<file path="config.mk">
export PLATFORM = sky130hd
export DESIGN_NAME = sumador_arbiter
export DESIGN_NICKNAME = d
export VERILOG_FILES = /design/src/rtl/sumador_arb_pkg.sv /design/src/rtl/rr_arb2.sv /design/src/rtl/sumador_16bits.sv /design/src/rtl/sumador_arbiter.sv
export SDC_FILE = /design/constraint.sdc
export NUM_CORES = 1
export LEC_CHECK = 0
export ABC_CLOCK_PERIOD_IN_PS = 3990
export CORE_AREA = 2 2 99 91
export DETAILED_ROUTE_END_ITERATION = 8
export DIE_AREA = 0 0 101 93
export GPL_TIMING_DRIVEN = 0
export PLACE_DENSITY = 0.81
export SLEW_MARGIN = 20
export SYNTH_ARGS = -nofsm -noshare
export SYNTH_HDL_FRONTEND = slang
export SYNTH_SLANG_ARGS = --single-unit
</file>
<file path="constraint.sdc">
create_clock -name clk -period 3.99 [get_ports clk]
set_clock_uncertainty 0.15 [all_clocks]
set_input_delay 0.5985 -clock clk [delete_from_list [all_inputs] [get_ports clk]]
set_output_delay 0.5985 -clock clk [all_outputs]
set_load 0.05 [all_outputs]
</file>
<file path="src/rtl/sumador_arb_pkg.sv">
// Shared definitions for the two-channel add/sub arbiter.
// Holds the FSM state encoding, the op encoding, the default datapath width
// and a saturating increment used by the optional statistics counters.
package sumador_arb_pkg;

  localparam int WIDTH_DEF = 16;

  typedef logic [1:0] state_t;
  localparam state_t ST_IDLE = 2'd0;
  localparam state_t ST_EXEC = 2'd1;
  localparam state_t ST_RESP = 2'd2;

  localparam logic OP_ADD = 1'b0;
  localparam logic OP_SUB = 1'b1;

  function automatic logic [15:0] sat_inc16(input logic [15:0] v);
    return (v == 16'hFFFF) ? v : v + 16'd1;
  endfunction

endpackage

</file>
<file path="src/rtl/rr_arb2.sv">
// Two-input round-robin grant logic.
// Ports:
//   valid_i      request valids, bit n for requester n
//   prio_i       requester that wins when both are valid
//   grant_o      granted requester index
//   any_valid_o  at least one request is present
module rr_arb2 (
  input  logic [1:0] valid_i,
  input  logic       prio_i,
  output logic       grant_o,
  output logic       any_valid_o
);

  always_comb begin
    any_valid_o = |valid_i;
    if (&valid_i) grant_o = prio_i;
    else          grant_o = valid_i[1];
  end

endmodule

</file>
<file path="src/rtl/sumador_16bits.sv">
// Combinational two's-complement adder/subtractor.
// Ports:
//   a_i, b_i    operands
//   control_i   0 = a+b, 1 = a-b (computed as a + ~b + 1)
//   result_o    result truncated to WIDTH bits
//   overflow_o  signed overflow of the effective addition
module sumador_16bits #(
  parameter int WIDTH = 16
) (
  input  logic signed [WIDTH-1:0] a_i,
  input  logic signed [WIDTH-1:0] b_i,
  input  logic                    control_i,
  output logic signed [WIDTH-1:0] result_o,
  output logic                    overflow_o
);

  logic signed [WIDTH-1:0] b_eff;

  always_comb begin
    b_eff      = control_i ? ~b_i : b_i;
    result_o   = a_i + b_eff + {{(WIDTH-1){1'b0}}, control_i};
    // Overflow only when both addends share a sign the result does not.
    overflow_o = (a_i[WIDTH-1] == b_eff[WIDTH-1]) &&
                 (result_o[WIDTH-1] != a_i[WIDTH-1]);
  end

endmodule

</file>
<file path="src/rtl/sumador_arbiter.sv">
// Shares one add/sub datapath between two valid/ready requester channels
// with round-robin arbitration. Flow: IDLE (accept) -> EXEC (compute) ->
// RESP (hold result until owner consumes it) -> IDLE.
// Ports:
//   clk, rst_n                     clock, asynchronous active-low reset
//   req_valid_n/req_ready_n        request handshake for channel n
//   req_a_n, req_b_n, req_op_n     operands and op (0 add, 1 sub)
//   rsp_valid_n/rsp_ready_n        response handshake for channel n
//   rsp_result_n, rsp_overflow_n   result and signed overflow
// Optional: define SUMADOR_ARB_STATS_EN to add ops_cnt_0, ops_cnt_1 and
// ovf_cnt saturating statistics counters.
module sumador_arbiter
  import sumador_arb_pkg::*;
#(
  parameter int WIDTH   = WIDTH_DEF,
  parameter bit RR_INIT = 1'b0
) (
  input  logic             clk,
  input  logic             rst_n,
  input  logic             req_valid_0,
  output logic             req_ready_0,
  input  logic [WIDTH-1:0] req_a_0,
  input  logic [WIDTH-1:0] req_b_0,
  input  logic             req_op_0,
  output logic             rsp_valid_0,
  input  logic             rsp_ready_0,
  output logic [WIDTH-1:0] rsp_result_0,
  output logic             rsp_overflow_0,
  input  logic             req_valid_1,
  output logic             req_ready_1,
  input  logic [WIDTH-1:0] req_a_1,
  input  logic [WIDTH-1:0] req_b_1,
  input  logic             req_op_1,
  output logic             rsp_valid_1,
  input  logic             rsp_ready_1,
  output logic [WIDTH-1:0] rsp_result_1,
  output logic             rsp_overflow_1
`ifdef SUMADOR_ARB_STATS_EN
  ,
  output logic [15:0]      ops_cnt_0,
  output logic [15:0]      ops_cnt_1,
  output logic [15:0]      ovf_cnt
`endif
);

  state_t                  state_q, state_d;
  logic                    prio_q, owner_q;
  logic signed [WIDTH-1:0] a_q, b_q;
  logic                    op_q;
  logic [1:0]              rsp_valid_q;
  logic [WIDTH-1:0]        res0_q, res1_q;
  logic                    ovf0_q, ovf1_q;

  logic                    grant, any_valid;
  logic                    accept, rsp_hs, rsp_ready_own;
  logic signed [WIDTH-1:0] sum_res;
  logic                    sum_ovf;

  rr_arb2 u_arb (
    .valid_i     ({req_valid_1, req_valid_0}),
    .prio_i      (prio_q),
    .grant_o     (grant),
    .any_valid_o (any_valid)
  );

  sumador_16bits #(.WIDTH(WIDTH)) u_sum (
    .a_i        (a_q),
    .b_i        (b_q),
    .control_i  (op_q),
    .result_o   (sum_res),
    .overflow_o (sum_ovf)
  );

  // State register
  always_ff @(posedge clk or negedge rst_n) begin
    if (!rst_n) state_q <= ST_IDLE;
    else        state_q <= state_d;
  end

  // Next-state logic
  always_comb begin
    state_d = state_q;
    case (state_q)
      ST_IDLE: if (accept) state_d = ST_EXEC;
      ST_EXEC: state_d = ST_RESP;
      ST_RESP: if (rsp_hs) state_d = ST_IDLE;
      default: state_d = ST_IDLE;
    endcase
  end

  // Output / handshake logic; ready depends on valid so a withdrawn
  // request is never accepted.
  always_comb begin
    req_ready_0   = (state_q == ST_IDLE) && any_valid && !grant && req_valid_0;
    req_ready_1   = (state_q == ST_IDLE) && any_valid &&  grant && req_valid_1;
    accept        = req_ready_0 || req_ready_1;
    rsp_ready_own = owner_q ? rsp_ready_1 : rsp_ready_0;
    rsp_hs        = (state_q == ST_RESP) && rsp_ready_own;
  end

  // Operand latch, response registers and round-robin priority
  always_ff @(posedge clk or negedge rst_n) begin
    if (!rst_n) begin
      prio_q      <= RR_INIT;
      owner_q     <= 1'b0;
      a_q         <= '0;
      b_q         <= '0;
      op_q        <= OP_ADD;
      rsp_valid_q <= 2'b00;
      res0_q      <= '0;
      res1_q      <= '0;
      ovf0_q      <= 1'b0;
      ovf1_q      <= 1'b0;
    end else begin
      if (accept) begin
        owner_q <= grant;
        a_q     <= grant ? req_a_1  : req_a_0;
        b_q     <= grant ? req_b_1  : req_b_0;
        op_q    <= grant ? req_op_1 : req_op_0;
      end
      if (state_q == ST_EXEC) begin
        if (owner_q) begin
          res1_q <= sum_res;
          ovf1_q <= sum_ovf;
        end else begin
          res0_q <= sum_res;
          ovf0_q <= sum_ovf;
        end
        rsp_valid_q[owner_q] <= 1'b1;
      end
      if (rsp_hs) begin
        rsp_valid_q[owner_q] <= 1'b0;
        prio_q               <= ~owner_q;
      end
    end
  end

  assign rsp_valid_0    = rsp_valid_q[0];
  assign rsp_valid_1    = rsp_valid_q[1];
  assign rsp_result_0   = res0_q;
  assign rsp_result_1   = res1_q;
  assign rsp_overflow_0 = ovf0_q;
  assign rsp_overflow_1 = ovf1_q;

`ifdef SUMADOR_ARB_STATS_EN
  logic own_ovf;
  assign own_ovf = owner_q ? ovf1_q : ovf0_q;

  // Counters advance when the owner consumes its response.
  always_ff @(posedge clk or negedge rst_n) begin
    if (!rst_n) begin
      ops_cnt_0 <= 16'h0000;
      ops_cnt_1 <= 16'h0000;
      ovf_cnt   <= 16'h0000;
    end else if (rsp_hs) begin
      if (owner_q) ops_cnt_1 <= sat_inc16(ops_cnt_1);
      else         ops_cnt_0 <= sat_inc16(ops_cnt_0);
      if (own_ovf) ovf_cnt   <= sat_inc16(ovf_cnt);
    end
  end
`else
  // Statistics counters not built.
`endif

endmodule

</file>
Word level (Yosys, flattened, before mapping)
Cells that the tools add are included.

ROM bits: 0. Flip-flop bits (word level): 73. Bits in writable memories: 0. Bits in latches: 0. Memories: 0.

Order comparisons: 2. $mul: 0. Divide/modulo/power cells: 0. Mux-type cells: 13. Eq/ne operators: 6. Shift-type cells: 0. Bitwise operators: 5. Add/subtract/negate cells: 2. Reduce and logical (&&, ||, !) cells: 16.

Operators with widths (count): $mux W16 (3); $add A16 B1 Y16 (1); $add A16 B16 Y16 (1); $not A16 Y16 (1); $logic_and A1 B1 Y1 (8); $mux W2 (4); $reduce_and A2 Y1 (4); $pmux W2 S3 (1); $mux W1 (4); $ne A2 B2 Y1 const B (2); $and A2 B2 Y2 (1); $eq A2 B1 Y1 const B (1); $eq A2 B2 Y1 const B (1); $logic_not A2 Y1 (1); $lt A1 B2 Y1 const B (1); $not A2 Y2 (1); $or A2 B2 Y2 (1); $reduce_or A2 Y1 (1); $demux W1 S1 (1); $eq A1 B1 Y1 (1); $ge A1 B1 Y1 const B (1); $logic_not A1 Y1 (1); $logic_or A1 B1 Y1 (1); $ne A1 B1 Y1 (1); $not A1 Y1 (1).

Depth between registers and ports, before layout
Gate-level depths: netlist of run 1.

Depth after elaboration: 8. Gate-level depth with buffers: 11. Mapped depth without buffers: 9.

Cells and area by module
From an unflattened synthesis of run 1, not the netlist that was laid out.

Cells, all modules: 338. Area, all modules: 4159.0 µm².

Modules (own cells, without submodules): sumador_arbiter (cells each 215, sequential area each 1826.8 µm², area an instance 3193.1 µm², times used 1); sumador_16bits (cells each 120, sequential area each 0.0 µm², area an instance 948.4 µm², times used 1); rr_arb2 (cells each 3, sequential area each 0.0 µm², area an instance 17.5 µm², times used 1).

Worst setup path after synthesis of run 1
No wires, ideal clock.

Path type: register -> register. Start point: reg op_q. End point: reg res0_q[15] (netlist: rsp_result_0[15]). Cell stages (with the launch flop): 11. Path buffers: 2. Path slack: 1204 ps. Data required time: 3717 ps. Arrival: 2512 ps. Setup time: 123 ps. Path through: dfrtp_1 > buf_4 > buf_1 > xor2_1 > ha_1 > a21oi_1 > o21ai_0 > a311oi_1 > o31ai_4 > xnor2_1 > o21ai_1.

Cells in the longest elaborated chain, start to end: 3.

RTL lines: start: declaration (RTL line sumador_arbiter.sv:49) `logic op_q;`; start signal: assignment (RTL line sumador_arbiter.sv:119) `op_q <= grant ? req_op_1 : req_op_0;`; $mux W16 (RTL line sumador_16bits.sv:20) `b_eff = control_i ? ~b_i : b_i;`; $add A16 B16 Y16 (RTL line sumador_16bits.sv:21) `result_o = a_i + b_eff + {{(WIDTH-1){1'b0}}, control_i};`; $add A16 B1 Y16 * (RTL line sumador_16bits.sv:21); end signal: assignment (RTL line sumador_arbiter.sv:126) `res0_q <= sum_res;`; end: declaration (RTL line sumador_arbiter.sv:51) `logic [WIDTH-1:0] res0_q, res1_q;`.

Mark *: on every way between the ends. The rest lies on a longest branch, timed or not. A chain may end at the register's enable or synchronous reset.

Worst setup path after layout of run 1
Start point: in req_valid_0. End point: out req_ready_0.

Cells in the longest elaborated chain, start to end: 5. Elaborated cells between the ends (all ways): 7. Those cells by class: mux (1); reduce/logical (6).

RTL lines: start: declaration (RTL line sumador_arbiter.sv:20) `input logic req_valid_0,`; $reduce_and A2 Y1 (RTL line rr_arb2.sv:16) `if (&valid_i) grant_o = prio_i;`; $mux W1 (RTL line rr_arb2.sv:16); $logic_not A1 Y1 (RTL line sumador_arbiter.sv:94) `req_ready_0 = (state_q == ST_IDLE) && any_valid && !grant && req_valid_0;`; $logic_and A1 B1 Y1 (RTL line sumador_arbiter.sv:94); $logic_and A1 B1 Y1 * (RTL line sumador_arbiter.sv:94); end: declaration (RTL line sumador_arbiter.sv:21) `output logic req_ready_0,`.

Marked as above.

==> impl_metrics.toml, run 1 <==
[outcome]
outcome = "completed"

[logic_synthesis]
yosysTopAreaCell = "dfrtp_1"
ys_seq_area_share_pct = 45.6
syn_avg_cell_area_um2 = 9.55
synth.area.top_cells = "dfrtp_1 46%, mux2i_1 8.5%, a21oi_1 6.8%, ha_1 4.7%, nor2_1 4.4%"
synth-seq-cells = 73
syn-cell-area_um2 = 4000
synth_top_area_share_pct = 45.6
synth_warnings = 0
syn_nets = 507
synth_ff_type = "dfrtp_1"
synth_edf_count = 0
ys_types = 50
synthArstFlopShare_pct = 100
synthCells = 419

[sta]
period_minus_slack_ns = 3.59
setup_violations = 0
drv_slew = 0
final-hold-violation-count = 0
rsz0062_at_grt = "false"
worst_slew_pin_slew_ns = 0.673
post-route-period-util_pct = 90.1
setup_slack_ns = 0.396
fmax_ghz = 0.278
max-slew-margin-rel_pct = 55.1

[routing]
remaining_drc_errors = 0
drt_iter0_drc = 113
antenna_left = 0
met3_length_um = 528
dr_wl_met2_um = 4550
vias_per_cell = 5.31
wl_per_cell_um = 14.9
drt-total-wl_um = 9620
maxUsedRoutingLayer = "met4"
vias = 3437
first_pass_iters = 4
met1_length_um = 4370

[critical_path]
ff2ff_path_depth = 10
worstPathMaxFanout = 10
critical_path_class = "in -> out"
startpoint_type = "input port"
required_ns = 3.24
r2r_end = "rsp_result_1[15]$_DFFE_PN0P_"
endpoint_kind = "output pin"
worstReg2RegStart = "op_q$_DFFE_PN0P_"
reg2reg_setup_slack_ns = 0.60
crit_arrival_ns = 2.85

[global_route]
antenna_found_initial = 0
grt_pass1_vias = 3313
grt_max_degree = 43
grt_usage_pct = 21.3
grt_pass1_wl_um = 15700
grt_overflow = 0

[clocking]
path_clk_slew_ns = 0.08
cts_buffer_depth = 2
cts_tree = "built"
htreeDepth = 3
insertion_delay_ns = 0.35
clkSinkCount = 73
cts_resized = 0
numCtsBuffers = 9
post_cts_buffers = 0
cts_hold_buf = 0
root_buffer = "clkbuf_8"

[layout]
areaGrowthSynthToFinish_pct = 35.2
nNetsFinal = 628
fill_cells = 712
n_antenna_cell = 0
drive_gt1_share_pct = 8.07

[floorplan]
fp-row-count = 32
die_h_um = 93
die-area_um2 = 9390
initial_core_util_pct = 47.6
io_pins = 110
die_width_um = 101
core_region_area_um2 = 8410

[min_path]
hp-class = "in -> async"

[placement]
io_buffers = 109
pre_cts_slack_ns = 0.367
dp_hpwl_um = 7710
gp_congestion = 0.885

[flow_run]
drv_cap = 0
## state kept, by name, summed over array words and instances (netlist names), named ones only
name	flops
prio_q	1
owner_q	1
rsp_overflow_0	1
a_q	16
state_q	2
op_q	1
b_q	16
rsp_result_1	16
rsp_result_0	16
rsp_overflow_1	1
## worst max-delay path by stage
| stage | cells past startpoint | slack [ns] | end | startpoint |
|---|---|---|---|---|
| after global placement | 1 | -0.16 | a_q[1]$_DFFE_PN0P_ | rst_n |
| after CTS | 7 | 0.36 | req_ready_0 | req_valid_0 |
| after detailed placement | 7 | 0.37 | req_ready_0 | req_valid_0 |
| after floorplan | 10 | 1.20 | rsp_result_0[15]$_DFFE_PN0P_ | op_q$_DFFE_PN0P_ |
| after global routing | 7 | 0.27 | req_ready_0 | req_valid_0 |
| final | 7 | 0.40 | req_ready_0 | req_valid_0 |
## metrics by stage
stage	std cells	area, µm²	TNS [ns]	util, %	hold slack [ns]
global placement	630	5220	-11.38	62.1	0.316
floorplan	419	4000	0	-	0.153
detailed placement	631	5240	0	62.3	0.327
finish	647	5410	0	64.3	0.0290
global route	647	5410	0	64.3	0.0533
CTS	647	5410	0	64.3	0.0297
## area by class of cell
cell class,count,area [µm²],area share [%]
multi-input combinational,315,2020,37.4
clock inverter,7,47.5,0.879
inverter,7,26.3,0.486
buffer,24,126,2.34
sequential,73,1830,33.8
timing repair buffer,110,1110,20.5
clock buffer,9,124,2.29
tap,102,128,2.36
## layout by cell type, fill, tap and decap left out, types with 8 or more instances in the layout
master,n
dfrtp_1,73
buf_2,8
mux2i_1,34
clkdlybuf4s50_1,108
nand2_1,46
o21ai_1,31
clkbuf_8,9
xor2_1,20
nor2_1,47
a21oi_1,54
ha_1,15
## synthesized netlist by cell type (3+ instances only)
| cell | number |
|---|---|
| nand3_1 | 6 |
| xnor2_1 | 7 |
| buf_1 | 4 |
| nand2b_1 | 3 |
| clkbuf_1 | 7 |
| ha_1 | 15 |
| nor2b_1 | 4 |
| buf_2 | 8 |
| nor2_1 | 47 |
| nand2_1 | 46 |
| xor2_1 | 20 |
| dfrtp_1 | 73 |
| buf_4 | 3 |
| o21ai_1 | 31 |
| nor3_1 | 5 |
| mux2i_1 | 34 |
| nand4_1 | 3 |
| inv_1 | 6 |
| a21oi_1 | 54 |
| a21o_1 | 3 |
## critical path, stage by stage
cell	delay, ns
clkdlybuf4s50_1	0.50
inv_1	0.05
o21ai_1	0.12
buf_2	0.25
buf_2	0.34
nor2b_1	0.17
clkdlybuf4s50_1	0.81
## per-layer routing
layer  global-route usage, %  up-vias
li1                        -     1706
met1                    29.2     1609
met2                    33.4      109
met3                    3.59       13
met4                    9.12        0
met5                       0        -
## cells by family (layout without fill, tap and decap cells)
kind of cell    count (synthesis)  in the layout  synth area share [%]
xor+xnor                       27             27                  5.91
fa+ha+maj                      16             16                  5.19
compound gates                111            111                  16.4
buf+inv                        31            157                  3.81
flops                          73             73                  45.6
mux                            35             35                  8.85
simple gates                  126            126                  14.2
Power of run 1 is not shown: default switching activity piles up to over one toggle a cycle in this logic, so the estimate is an artifact.
==> run 2: changes to the inputs <==
Settings changed: RECOVER_POWER set to 25.
==> run 2 against run 1 <==
  * Maximum frequency did not move
  * Critical endpoint unchanged
  * Routed wire length barely moved
  * First-iteration DRC count unchanged
  * Core utilization is 0.22 points lower
  * The run now ends with max-capacitance violations, max-slew violations left
  * Critical path type unchanged
  * Clock-buffer cell count unchanged
  * Global-route usage unchanged
==> impl_metrics.toml, run 2 (same netlist as run 1, synthesis figures left out) <==
[routing]
drt_iter0_drc = 113
drt-total-wl_um = 9620
first_pass_iters = 4
wl_per_cell_um = 14.9
remaining_drc_errors = 0
antenna_left = 0
vias = 3439
vias_per_cell = 5.32

[layout]
fin_area_um2 = 5390
areaGrowthSynthToFinish_pct = 34.7
final_common_cell = "clkdlybuf4s50_1"
drive_gt1_share_pct = 7.89
n_antenna_cell = 0
nNetsFinal = 628
final_cell_mix = "108 x clkdlybuf4s50_1, 73 x dfrtp_1, 54 x a21oi_1"

[sta]
setup_violations = 0
drv_slew = 33
period_minus_slack_ns = 3.59
fmax_ghz = 0.278
final-hold-violation-count = 0
rsz0062_at_grt = "false"
worst_slew_pin_slew_ns = 1.69
max-slew-margin-rel_pct = -12.9
post-route-period-util_pct = 90.1

[floorplan]
io_pins = 110
die_width_um = 101
fp-row-count = 32
initial_core_util_pct = 47.6
core_region_area_um2 = 8410
die_h_um = 93
die-area_um2 = 9390

[outcome]
violations = "max-capacitance violations, max-slew violations"
outcome = "finished, violations left"

[clocking]
htreeDepth = 3
clkSinkCount = 73
insertion_delay_ns = 0.35
post_cts_buffers = 0
cts_buffer_depth = 2
cts_resized = 0
cts_tree = "built"
cts_hold_buf = 0
numCtsBuffers = 9
path_clk_slew_ns = 0.07
root_buffer = "clkbuf_8"

[global_route]
grt_max_degree = 43
grt_overflow = 0
antenna_found_initial = 0
grt_pass1_vias = 3313
grt_busiest_layer = "met2"
use_met1_pct = 29.2
grt_usage_pct = 21.3
gr-usage-met3_pct = 3.59
use_met2_pct = 33.4
grt_pass1_wl_um = 15700

[min_path]
hp-class = "reg -> reg"

[flow_run]
drv_cap = 1

[critical_path]
crit_arrival_ns = 2.85
worstPathMaxFanout = 10
critical_path_class = "in -> out"
endpoint_kind = "output pin"
startpoint_type = "input port"
required_ns = 3.24

[placement]
io_buffers = 109
gp_congestion = 0.885
place_area_um2 = 5240
dp_hpwl_um = 7710
[run 2: cell types whose count changed in the layout (fill, tap and decap cells not counted)]
| cell | previous run | this run |
|---|---|---|
| clkbuf_2 | 0 | 1 |
| buf_4 | 4 | 3 |
| buf_12 | 1 | 0 |
| clkbuf_1 | 7 | 8 |
[run 2: path summary, 6_finish.rpt]
check | start | end | slack, ns | cells past startpoint
setup reg to reg | op_q$_DFFE_PN0P_ | rsp_result_1[15]$_DFFE_PN0P_ | 0.60 | 10
setup / recovery | req_valid_0 | req_ready_0 | 0.40 | 7
hold / removal | rsp_result_1[7]$_DFFE_PN0P_ | rsp_result_1[7]$_DFFE_PN0P_ | 0.34 | 2
hold reg to reg | rsp_result_1[7]$_DFFE_PN0P_ | rsp_result_1[7]$_DFFE_PN0P_ | 0.34 | 2
max in group asynchronous | rst_n | rsp_result_1[14]$_DFFE_PN0P_ | 1.39 | 2
min in group asynchronous | rst_n | rsp_result_1[13]$_DFFE_PN0P_ | 0.53 | 1
[run 2: metrics by stage]
stage	cells	setup TNS [ns]	util (%)	hold WS, ns	setup WS [ns]
2_1_floorplan	419	0	-	0.153	1.20
3_3_place_gp	630	-11.38	62.1	0.316	-0.160
3_5_place_dp	631	0	62.3	0.327	0.367
4_1_cts	647	0	64.3	0.0297	0.365
5_1_grt	647	0	64.1	0.365	0.270
6_report	647	0	64.1	0.341	0.396
[run 2: area by class of cell]
cell class,instances,area (µm²)
plain buffers,24,126
clock buffers,9,124
clock inverters,7,47.5
fillers,714,3020
inverters,7,26.3
multi-input cells,315,2020
flip-flops and latches,73,1830
well taps,102,128
repair buffers,110,1090
[run 2: per-layer routing]
layer | part of all wire (%) | routed length, µm
met1 | 45 | 4370
met2 | 47 | 4540
met3 | 5.5 | 529
met4 | 1.8 | 175
met5 | 0 | 0
[run 2: worst max-delay path, cell delays in order]
cell             delay (ns)
clkdlybuf4s50_1        0.50
inv_1                  0.05
o21ai_1                0.12
buf_2                  0.25
buf_2                  0.34
nor2b_1                0.17
clkdlybuf4s50_1        0.81
Power of run 2 is left out for the same reason.
==> run 3: changes to the inputs <==
Settings changed: ABC_CLOCK_PERIOD_IN_PS 3990 to unset, CORE_AREA 2 2 99 91 to 2 2 101 93, DIE_AREA 0 0 101 93 to 0 0 103 95, PLACE_DENSITY 0.81 to 0.8, SYNTH_HIERARCHICAL set to 1.
==> run 3 against run 2 <==
  * The run still ends with max-capacitance violations, max-slew violations left
  * Clock-buffer cell count is the same
  * Hold slack gained 0.018 ns
  * Global-route usage shrank 0.61 points
  * First-iteration DRC count shrank 44%
==> impl_metrics.toml, run 3 <==
[outcome]
outcome = "finished, violations left"
violations = "max-capacitance violations, max-slew violations"

[sta]
final-hold-violation-count = 0
fmax_ghz = 0.278
drv_slew = 30
max-slew-margin-rel_pct = -3.35
post-route-period-util_pct = 90.2
period_minus_slack_ns = 3.60
setup_violations = 0
worst_slew_pin_slew_ns = 1.55
rsz0062_at_grt = "false"
holdWs_ns = 0.358
fin_setup_tns_ns = 0

[layout]
final_cells = 586
multi_input_area_um2 = 2210
n_antenna_cell = 0
drive_gt1_share_pct = 29.3
fill_cells = 735
fin_area_um2 = 5640
nNetsFinal = 547
final_common_cell = "clkdlybuf4s50_1"
final_cell_mix = "108 x clkdlybuf4s50_1, 99 x mux2_2, 73 x dfrtp_1"
regArea_um2 = 1830
areaGrowthSynthToFinish_pct = 35.7

[flow_run]
drv_cap = 1

[clocking]
post_cts_buffers = 0
root_buffer = "clkbuf_8"
clkSinkCount = 73
numCtsBuffers = 9
cts_hold_buf = 0
insertion_delay_ns = 0.35
cts_tree = "built"
cts_resized = 0
path_clk_slew_ns = 0.07
cts_buffer_depth = 2
htreeDepth = 3

[floorplan]
die_width_um = 103
die_h_um = 95
fp-row-count = 33
core_region_area_um2 = 8840
die-area_um2 = 9790
initial_core_util_pct = 47.1
io_pins = 110

[routing]
first_pass_iters = 4
remaining_drc_errors = 0
vias_per_cell = 5.20
drt_iter0_drc = 63
wl_per_cell_um = 16.3
drt-total-wl_um = 9550
antenna_left = 0
vias = 3049

[critical_path]
critical_path_class = "reg -> reg"
required_ns = 4.07
slowest_delay_ns = 0.53
endpoint_kind = "flip-flop"
worstPathMaxFanout = 10
critPathSlowestCell = "buf_1"
crit_arrival_ns = 3.68
crit_chain = "buf_2 -> buf_1 -> xor2_1 -> ha_1 -> nor2b_4 -> o31a_1 -> o32a_4 -> a311o_1 -> a21oi_2 -> xnor2_1 -> mux2_2"
startpoint_type = "flip-flop"

[global_route]
antenna_found_initial = 0
grt_pass1_wl_um = 15500
grt_overflow = 0
grt_max_degree = 46
grt_usage_pct = 20.7
grt_pass1_vias = 3349

[placement]
place_area_um2 = 5430
dp_cells = 570
dp_hpwl_um = 7380
io_buffers = 109
gp_congestion = 0.854

[logic_synthesis]
synth.area.top_cells = "dfrtp_1 44%, mux2_2 27%, ha_1 4.5%, xor2_1 4.2%, a21oi_1 1.7%"
synth_edf_count = 0
syn_nets = 426
yosysTopAreaCell = "dfrtp_1"
synthArstFlopShare_pct = 100
syn-cell-area_um2 = 4160
synth_warnings = 6
syn_avg_cell_area_um2 = 12.3
synth_top_area_share_pct = 43.9
synth_common_cells = "99 x mux2_2, 73 x dfrtp_1, 20 x xor2_1"
synth_ff_type = "dfrtp_1"
synth-seq-cells = 73
ys_types = 46
yosysMostFrequentCell = "mux2_2"
synthCells = 338
ys_seq_area_share_pct = 43.9

[min_path]
hp-class = "reg -> reg"
-- run 3: cell types whose count changed after synthesis, sizes merged, moves of 5 or more --
cell / previous run / this run
nand2: 47 / 11
nor3: 5 / 0
o21ai: 34 / 11
mux2: 0 / 100
buf: 17 / 9
a21oi: 54 / 16
nor2: 47 / 10
mux2i: 35 / 4
-- run 3: path summary, 6_finish.rpt --
path	startpoint	to	slack, ns	cells past startpoint
min	rsp_result_0[13]$_DFFE_PN0P_	rsp_result_0[13]$_DFFE_PN0P_	0.36	1
min in group asynchronous	rst_n	owner_q$_DFFE_PN0P_	0.47	1
max	op_q$_DFFE_PN0P_	rsp_result_1[12]$_DFFE_PN0P_	0.39	11
max reg2reg	op_q$_DFFE_PN0P_	rsp_result_1[12]$_DFFE_PN0P_	0.39	11
max in group asynchronous	rst_n	rsp_result_0[5]$_DFFE_PN0P_	1.41	2
min reg2reg	rsp_result_0[13]$_DFFE_PN0P_	rsp_result_0[13]$_DFFE_PN0P_	0.36	1
-- run 3: through the flow --
| stage | worst slack, ns | utilization, % |
|---|---|---|
| floorplan | 0.762 | - |
| finish | 0.389 | 63.9 |
| CTS | 0.385 | 64.2 |
| detailed placement | 0.408 | 61.4 |
| global placement | -0.253 | 61.1 |
| global route | 0.231 | 63.9 |
-- run 3: critical path: cells and delay by family, from the launching register on --
kind	cells	cell delay (ns)
simple gates	1	0.16
xor+xnor	2	0.27
buf+inv	2	0.75
compound gates	4	1.16
fa+ha+maj	1	0.38
flops	1	0.35
mux	1	0.27
-- run 3: kinds of logic (layout without fill, tap and decap cells) --
group           count (synthesis)  after routing  share of synthesized area (%)
simple gates                   44             44                           5.57
fa+ha+maj                      16             16                           4.99
compound gates                 50             50                           8.57
flops                          73             73                           43.9
buf+inv                        23            149                           3.01
mux                           104            104                           28.0
xor+xnor                       28             28                           5.90
-- run 3: metal layers --
metal	share of wire [%]	track usage (%)	wire, µm
met5	0	0	0
met4	1.2	4.71	114
met3	5.1	5.77	485
met2	52	37.6	5010
met1	41	24.1	3940
-- run 3: cell type report --
class / instances / share of cell area (%)
Multi-Input combinational cell: 242 / 39.1
Tap cell: 122 / 2.70
Sequential cell: 73 / 32.4
Clock inverter: 7 / 2.11
Buffer: 14 / 1.62
Clock buffer: 9 / 2.19
Inverter: 9 / 0.599
Timing Repair Buffer: 110 / 19.3
Power of run 3 is left out for the same reason.
